`config.mk`:
```
export PLATFORM = sky130hd
export DESIGN_NAME = hazard_ctrl
export DESIGN_NICKNAME = d
export VERILOG_FILES = /design/src/rtl/hazard_pkg.sv /design/src/rtl/fwd_sel.sv /design/src/rtl/hazard_ctrl.sv
export SDC_FILE = /design/constraint.sdc
export NUM_CORES = 1
export LEC_CHECK = 0
export ABC_AREA = 1
export CAP_MARGIN = 5
export CORE_AREA = 2 2 112 141
export DETAILED_ROUTE_END_ITERATION = 12
export DIE_AREA = 0 0 114 143
export GPL_TIMING_DRIVEN = 1
export MAX_ROUTING_LAYER = met4
export SLEW_MARGIN = 20
export SYNTH_ARGS = -nofsm -noshare
export SYNTH_HDL_FRONTEND = slang
export SYNTH_HIERARCHICAL = 1
export SYNTH_SLANG_ARGS = --single-unit
```
`constraint.sdc`:
```
create_clock -name clk -period 2.1 [get_ports clk]
set_input_delay 0.42 -clock clk [delete_from_list [all_inputs] [get_ports clk]]
set_output_delay 0.42 -clock clk [all_outputs]
set_load 0.1 [all_outputs]
```
`src/rtl/hazard_pkg.sv`:
```
// rtl/hazard_pkg.sv - shared types and defaults for the pipeline hazard controller
package hazard_pkg;

    typedef enum logic [1:0] {
        FWD_RF = 2'b00,
        FWD_W  = 2'b01,
        FWD_M  = 2'b10
    } fwd_sel_t;

    typedef enum logic {
        RUN  = 1'b0,
        WAIT = 1'b1
    } hz_state_t;

    localparam int unsigned HZ_MEM_TIMEOUT_DEFAULT = 255;

endpackage

```
`src/rtl/fwd_sel.sv`:
```
// rtl/fwd_sel.sv - operand forwarding select for one Execute ALU input
module fwd_sel
    import hazard_pkg::*;
(
    input  logic [4:0] rs_i,
    input  logic [4:0] rd_m_i,
    input  logic       reg_write_m_i,
    input  logic [4:0] rd_w_i,
    input  logic       reg_write_w_i,
    output fwd_sel_t   sel_o
);

    // Memory result is younger than Writeback, so it wins; x0 never forwards.
    always_comb begin
        sel_o = FWD_RF;
        if (reg_write_m_i && (rd_m_i != 5'd0) && (rd_m_i == rs_i)) begin
            sel_o = FWD_M;
        end else if (reg_write_w_i && (rd_w_i != 5'd0) && (rd_w_i == rs_i)) begin
            sel_o = FWD_W;
        end
    end

endmodule

```
`src/rtl/hazard_ctrl.sv`:
```
// rtl/hazard_ctrl.sv - stall/flush/forward control, memory-wait FSM, watchdog and counters
module hazard_ctrl
    import hazard_pkg::*;
#(
    parameter int          DATA_WIDTH  = 32,
    parameter int unsigned MEM_TIMEOUT = HZ_MEM_TIMEOUT_DEFAULT
) (
    input  logic                  clk,
    input  logic                  rst,
    input  logic [4:0]            Rs1D,
    input  logic [4:0]            Rs2D,
    input  logic [4:0]            Rs1E,
    input  logic [4:0]            Rs2E,
    input  logic [4:0]            RdE,
    input  logic [4:0]            RdM,
    input  logic [4:0]            RdW,
    input  logic                  RegWriteM,
    input  logic                  RegWriteW,
    input  logic                  LoadE,
    input  logic                  PCSrcE,
    input  logic                  MemAccessM,
    input  logic                  mem_ready,
    output logic                  mem_req,
    output logic [1:0]            ForwardAE,
    output logic [1:0]            ForwardBE,
    output logic                  StallF,
    output logic                  StallD,
    output logic                  StallE,
    output logic                  StallM,
    output logic                  FlushD,
    output logic                  FlushE,
    output logic                  FlushW,
    output logic                  mem_timeout,
    output logic [DATA_WIDTH-1:0] stall_cycles,
    output logic [DATA_WIDTH-1:0] flush_count
);

    localparam int             CW     = $clog2(MEM_TIMEOUT + 1);
    localparam logic [CW-1:0]  TO_LIM = CW'(MEM_TIMEOUT);

    hz_state_t             state_q, state_d;
    logic [CW-1:0]         wait_cnt_q, wait_cnt_d;
    logic                  timeout_q, timeout_d;
    logic [DATA_WIDTH-1:0] stall_cnt_q, stall_cnt_d;
    logic [DATA_WIDTH-1:0] flush_cnt_q, flush_cnt_d;
    fwd_sel_t              fwd_a, fwd_b;
    logic                  lw_stall;
    logic                  freeze;

    fwd_sel u_fwd_a (
        .rs_i          (Rs1E),
        .rd_m_i        (RdM),
        .reg_write_m_i (RegWriteM),
        .rd_w_i        (RdW),
        .reg_write_w_i (RegWriteW),
        .sel_o         (fwd_a)
    );

    fwd_sel u_fwd_b (
        .rs_i          (Rs2E),
        .rd_m_i        (RdM),
        .reg_write_m_i (RegWriteM),
        .rd_w_i        (RdW),
        .reg_write_w_i (RegWriteW),
        .sel_o         (fwd_b)
    );

    assign lw_stall  = LoadE && (RdE != 5'd0) && ((RdE == Rs1D) || (RdE == Rs2D));
    assign mem_req   = MemAccessM & ~rst;
    assign freeze    = mem_req & ~mem_ready;
    assign ForwardAE = rst ? FWD_RF : fwd_a;
    assign ForwardBE = rst ? FWD_RF : fwd_b;

    // State register for the memory-wait FSM, watchdog and performance counters.
    always_ff @(posedge clk) begin
        if (rst) begin
            state_q     <= RUN;
            wait_cnt_q  <= '0;
            timeout_q   <= 1'b0;
            stall_cnt_q <= '0;
            flush_cnt_q <= '0;
        end else begin
            state_q     <= state_d;
            wait_cnt_q  <= wait_cnt_d;
            timeout_q   <= timeout_d;
            stall_cnt_q <= stall_cnt_d;
            flush_cnt_q <= flush_cnt_d;
        end
    end

    // Next state: enter WAIT on a freeze; leave on completion or a dropped access.
    always_comb begin
        state_d = state_q;
        case (state_q)
            RUN:     if (freeze) state_d = WAIT;
            WAIT:    if (mem_ready || !MemAccessM) state_d = RUN;
            default: state_d = RUN;
        endcase
    end

    // Watchdog counts WAIT cycles and latches the flag on the cycle the count reaches the limit.
    always_comb begin
        wait_cnt_d = '0;
        timeout_d  = timeout_q;
        if (state_q == WAIT) begin
            wait_cnt_d = (wait_cnt_q == TO_LIM) ? wait_cnt_q : wait_cnt_q + CW'(1);
            if (wait_cnt_q >= TO_LIM - CW'(1)) begin
                timeout_d = 1'b1;
            end
        end
    end

    // Saturating performance counters.
    always_comb begin
        stall_cnt_d = stall_cnt_q;
        flush_cnt_d = flush_cnt_q;
        if ((freeze || (lw_stall && !PCSrcE)) && (stall_cnt_q != '1)) begin
            stall_cnt_d = stall_cnt_q + DATA_WIDTH'(1);
        end
        if (PCSrcE && !freeze && (flush_cnt_q != '1)) begin
            flush_cnt_d = flush_cnt_q + DATA_WIDTH'(1);
        end
    end

    // Stall/flush outputs in priority order: reset, memory freeze, branch, load-use.
    always_comb begin
        StallF = 1'b0;
        StallD = 1'b0;
        StallE = 1'b0;
        StallM = 1'b0;
        FlushD = 1'b0;
        FlushE = 1'b0;
        FlushW = 1'b0;
        if (rst) begin
            FlushD = 1'b1;
            FlushE = 1'b1;
            FlushW = 1'b1;
        end else if (freeze) begin
            StallF = 1'b1;
            StallD = 1'b1;
            StallE = 1'b1;
            StallM = 1'b1;
            FlushW = 1'b1;
        end else if (PCSrcE) begin
            FlushD = 1'b1;
            FlushE = 1'b1;
        end else if (lw_stall) begin
            StallF = 1'b1;
            StallD = 1'b1;
            FlushE = 1'b1;
        end
    end

    assign mem_timeout  = timeout_q;
    assign stall_cycles = stall_cnt_q;
    assign flush_count  = flush_cnt_q;

endmodule
```
# Word level (Yosys, flattened, before mapping)
# Cells that the tools add are included.
totals:
  ff_bits: 74
classes:
  muxes: 21
  eq_ne: 9
  add_sub_neg: 3
  bitwise_logic: 5
  order_cmp: 1
  n_reduce_logical: 23
ops:
  columns: ["cell", "n"]
  rows:
  - ["$add A32 B1 Y32 const B", 2]
  - ["$ne A32 B32 Y1 const B", 2]
  - ["$eq A5 B5 Y1", 6]
  - ["$mux W1", 16]
  - ["$reduce_bool A5 Y1", 3]
  - ["$logic_and A1 B1 Y1", 12]
  - ["$add A8 B1 Y8 const B", 1]
  - ["$eq A8 B8 Y1 const B", 1]
  - ["$ge A8 B8 Y1 const B", 1]
  - ["$mux W2", 4]
  - ["$logic_not A1 Y1", 3]
  - ["$logic_or A1 B1 Y1", 3]
  - ["$not A1 Y1", 3]
  - ["$and A1 B1 Y1", 2]
  - ["$pmux W1 S2", 1]
  - ["$reduce_and A2 Y1", 1]
  - ["$reduce_or A2 Y1", 1]

# Depth between registers and ports, before layout
logic_depth:
  depth_word: 7
  depth_mapped: 12
  mapped_depth_nobuf: 12

# Modules after synthesis
# Netlist, hierarchy kept.
modules_own_cells:
  columns: ["mod", "n_inst", "seq_area_each_um2", "area_per_inst_um2", "cells_each"]
  rows:
  - ["hazard_ctrl", 1, 1481.4, 4680.7, 761]
  - ["fwd_sel", 2, 0.0, 214.0, 50]

# Worst setup path after synthesis
# Ideal clock, no wire load.
synth_path:
  kind: "input port to output port"
  startpoint: "input MemAccessM"
  endpoint: "output StallF"
  cell_stages: 9
  slack_ns: -3.398
  arrival_time_ns: 5.078
  path_cell_list: "inv_1 nor2_1 nand2_1 nand2_1 inv_1 nor2_1 inv_1 a21oi_1 buf_4"
synth_via:
  elab_chain_len: 4
synth_lines:
  columns: ["item", "line", "source"]
  rows:
  - ["start: declaration", "hazard_ctrl.sv:21", "input logic MemAccessM,"]
  - ["$and A1 B1 Y1", "hazard_ctrl.sv:69", "assign mem_req = MemAccessM & ~rst;"]
  - ["named net mem_req", "hazard_ctrl.sv:23", "output logic mem_req,"]
  - ["$and A1 B1 Y1", "hazard_ctrl.sv:70", "assign freeze = mem_req & ~mem_ready;"]
  - ["$mux W1 (2 in series)", null, null]
  - ["end: declaration", "hazard_ctrl.sv:26", "output logic StallF,"]
# The timed path passes the listed nets, and every way through them passes these cells.

# Worst setup path in the final report
layout_path:
  startpoint: "input Rs2D[0]"
  endpoint: "output StallD"
layout_via:
  elab_chain_len: 7
layout_lines:
  columns: ["item", "line", "source"]
  rows:
  - ["start: declaration", "hazard_ctrl.sv:11", "input logic [4:0] Rs2D,"]
  - ["$eq A5 B5 Y1", "hazard_ctrl.sv:68", "assign lw_stall = LoadE && (RdE != 5'd0) && ((RdE == Rs1D) || (RdE == Rs2D));"]
  - ["$logic_or A1 B1 Y1", "hazard_ctrl.sv:68", null]
  - ["$logic_and A1 B1 Y1", "hazard_ctrl.sv:68", null]
  - ["$mux W1", "hazard_ctrl.sv:147", "end else if (lw_stall) begin"]
  - ["$mux W1", "hazard_ctrl.sv:144", "end else if (PCSrcE) begin"]
  - ["$mux W1", "hazard_ctrl.sv:138", "end else if (freeze) begin"]
  - ["$mux W1", "hazard_ctrl.sv:134", "if (rst) begin"]
  - ["end: declaration", "hazard_ctrl.sv:27", "output logic StallD,"]
# No other way between the ends.

==> impl_results.md <==
- FF/Latch Area: 0.00154 sq mm
- Critical Path RT: 1.68 ns
- Synth area leaders: dfxtp_1, nand2_1, nor2_1
- Total Wirelength: 15.4 mm
- Setup TNS: 0 ns
- Synth cell types: 34
- DP Area: 0.00677 sq mm
- DR DRC count: 0
- HPWL Detailed: 12.2 mm
- Worst Hold Depth: 1
- CP startpoint kind: input port
- Most frequent cells in the layout: nand2_1, nor2_1, inv_1
- Met3 routed WL: 556 um
- Register area share after synthesis: 29.0%
- Setup crit end kind: output pin
- Cells along the critical path: dlygate4sd2_1, nor2_1, nor2_1, nor2_1, nand3_1, nand2_1, nand2_2, a21oi_4, buf_12
- VDD IR-drop max: 0.000281 V
- Synthesis-to-finish area growth: 38.2%
- Post-synth top area share: 29.0%
- Post-Syn Instances: 861
- FP Rows: 50
- Iter 0 DRT Violations: 254
- Leakage: 2.95 nW
- Place WS: -0.369 ns
- Initial Utilization: 34.3%
- Crit path buf inv count: 2
- Area of the core: 0.0149 sq mm
- Final-report max-slew violation count: 0
- Area of the multi-input gates: 0.00316 sq mm
- Area of the die: 0.0163 sq mm
- Crit path arrival time: 1.59 ns
- I/O pins: 120
- Cell count of the worst reg-to-reg path: 11
- Clk root buf: clkbuf_16
- Clk sink count: 74
- Syn Nets: 908
- Reg2reg start: flush_count[0]
- Mux share of post-synthesis cell area: 0%
- Largest family of logic cells by synthesized area: simple AND/OR/NAND/NOR gates
- Final setup viols: 0
- N_diodes: 0
- Via/cell ratio: 4.76
- Htree depth: 3
- Max Used Layer: met4
- Clock transition at path regs: 0.07 ns
- Min setup slack post-route: 0.0878 ns
- Largest area contributor in the netlist: dfxtp_1
- Clk_lat worst skew: 0.35 ns
- Vias in the first global route: 5435
- Post-Synth Adder-Cell Area: 0.980%
- CP most frequent cell: nor2_1
- Synth Area in Compound Gates: 9.36%
- Synthesized flop and latch total: 74
- Worst Skew: 0.0135 ns
- Measured slew at the worst slew-check pin: 0.517 ns
- Mapped cell area: 0.00511 sq mm
- End of the worst hold path: flush_count[8]
- IO Port Bufs: 119
- Post-Synth XOR/XNOR Area: 7.71%
- Max Clk Rate: 497 MHz
- GP Congestion: 0.907
- Slowest stage delay, CP: 0.25 ns
- Nets: 1046
- Total track usage: 20.3%
- Final Core Density: 47.4%
- CTS Hold Bufs: 0
- M1 WL: 6.49 mm
- Status: complete, no violations
- Minimum clock period after layout: 2.01 ns
- Most common cell after layout, fill and taps aside: nand2_1
- Chip width: 114 um
- Drt pass-1 iters: 4
- Max capacitance violation total: 0
- Pwr/cell area: 508 mW/mm^2
- Relative slew slack: 65.6%
- Die H: 143 um
- Share of cells above drive strength 1: 22.6%
- Critical path's top delay family: simple AND/OR/NAND/NOR gates
- R2r endpoint: flush_count[15]
- Cts bufs inserted: 9
- Via count: 5642
- Worst reg2reg setup slack: 0.26 ns
- Antenna violations before repair: 0
- Crit path kind: input port to output pin
- Critical path's slowest cell: dlygate4sd2_1
- Hold_sp: flush_count[8]
- WL met2: 8.05 mm
- Filler instances: 1629
- Final Cycle Share: 95.8%
- First-pass GRT wire length: 25.6 mm
- Synth Area in Simple Gates: 42.1%
- Hold Violations, Final: 0
- Deepest clock path buffer count: 2
- Drt wl/cell: 12.9 um
- Synth warnings: 6
- Cell area after layout: 0.00706 sq mm
- CTS tree: done
- Largest net degree at the start of global routing: 48
- Worst hold path class: flip-flop to flip-flop
- Total gr overflow: 0
- Beginning of the critical path: Rs2D[0]
- Mean Syn Cell Area: 5.93 sq um
- Worst hold slack: 0.446 ns
- Antenna viol nets, final: 0
- Max FO, Critical Path: 3
[cell type report]
| type | instances | share of cell area (%) |
|---|---|---|
| Tap cell | 182 | 3.23 |
| Multi-Input combinational cell | 655 | 44.8 |
| Clock buffer | 9 | 3.19 |
| Timing Repair Buffer | 149 | 19.6 |
| Inverter | 110 | 6.15 |
| Clock inverter | 7 | 1.17 |
| Sequential cell | 74 | 21.8 |
[power breakdown]
part | leakage [nW] | internal, mW | switching, mW
registers | 0.621 | 1.41 | 0.0131
clock network | 0.145 | 0.942 | 0.690
logic | 2.18 | 0.196 | 0.336
[cells in the mapped netlist]
cell / number
xnor2_1: 14
xor2_1: 31
o2111ai_1: 1
clkinv_1: 1
nor3b_1: 1
buf_6: 6
nor2b_1: 1
a311oi_1: 1
o21ai_0: 21
buf_4: 2
nor3_2: 3
dfxtp_1: 74
buf_2: 6
nand3_1: 67
nand2_1: 277
nand3_2: 2
and2_1: 1
a31oi_1: 2
nand4_1: 7
nor2_2: 7
nand2_2: 4
a21boi_0: 2
o21ai_1: 1
inv_1: 103
nand2_4: 2
buf_1: 1
inv_2: 6
nor3_1: 17
ha_1: 4
a21oi_1: 63
a211oi_1: 1
clkbuf_1: 7
nor2_1: 121
nand3b_1: 4
[stage by stage]
stage               total power, mW  std cells
CTS                            3.64       1186
detailed placement             2.01       1167
global route                   3.75       1186
global placement               2.01       1167
floorplan                      1.77        861
finish                         3.59       1186
[metal layers]
metal | global-route usage [%] | vias to the layer above
met2 | 36.9 | 117
met3 | 3.61 | 22
met1 | 22.4 | 2530
li1 | - | 2973
met5 | - | -
met4 | 6.16 | 0
[worst max path at each step]
stage | to | depth (start not counted)
floorplan | StallF | 9
global placement | StallF | 10
detailed placement | StallD | 10
CTS | StallD | 9
global route | ForwardAE[0] | 11
finish | StallD | 9
[registers in the layout (all words and copies together) (netlist names)]
register and count:
wait_cnt_q 8, state_q 1, flush_count 32, stall_cycles 32, mem_timeout 1
[what timing repair did]
item,4_1_cts,5_1_grt
hold endpoints to repair,0,0
setup buffers,3,0
pin swaps,23,15
endpoints found under the setup margin,11,7
gates resized for setup,55,23
[cell families (layout without fill, tap and decap cells)]
family	count (synthesis)	after routing
flops	74	74
fa+ha+maj	4	4
xor+xnor	45	45
compound gates	92	92
buf+inv	132	275
simple gates	514	514
Note: power is estimated with default switching activity, not from simulation.
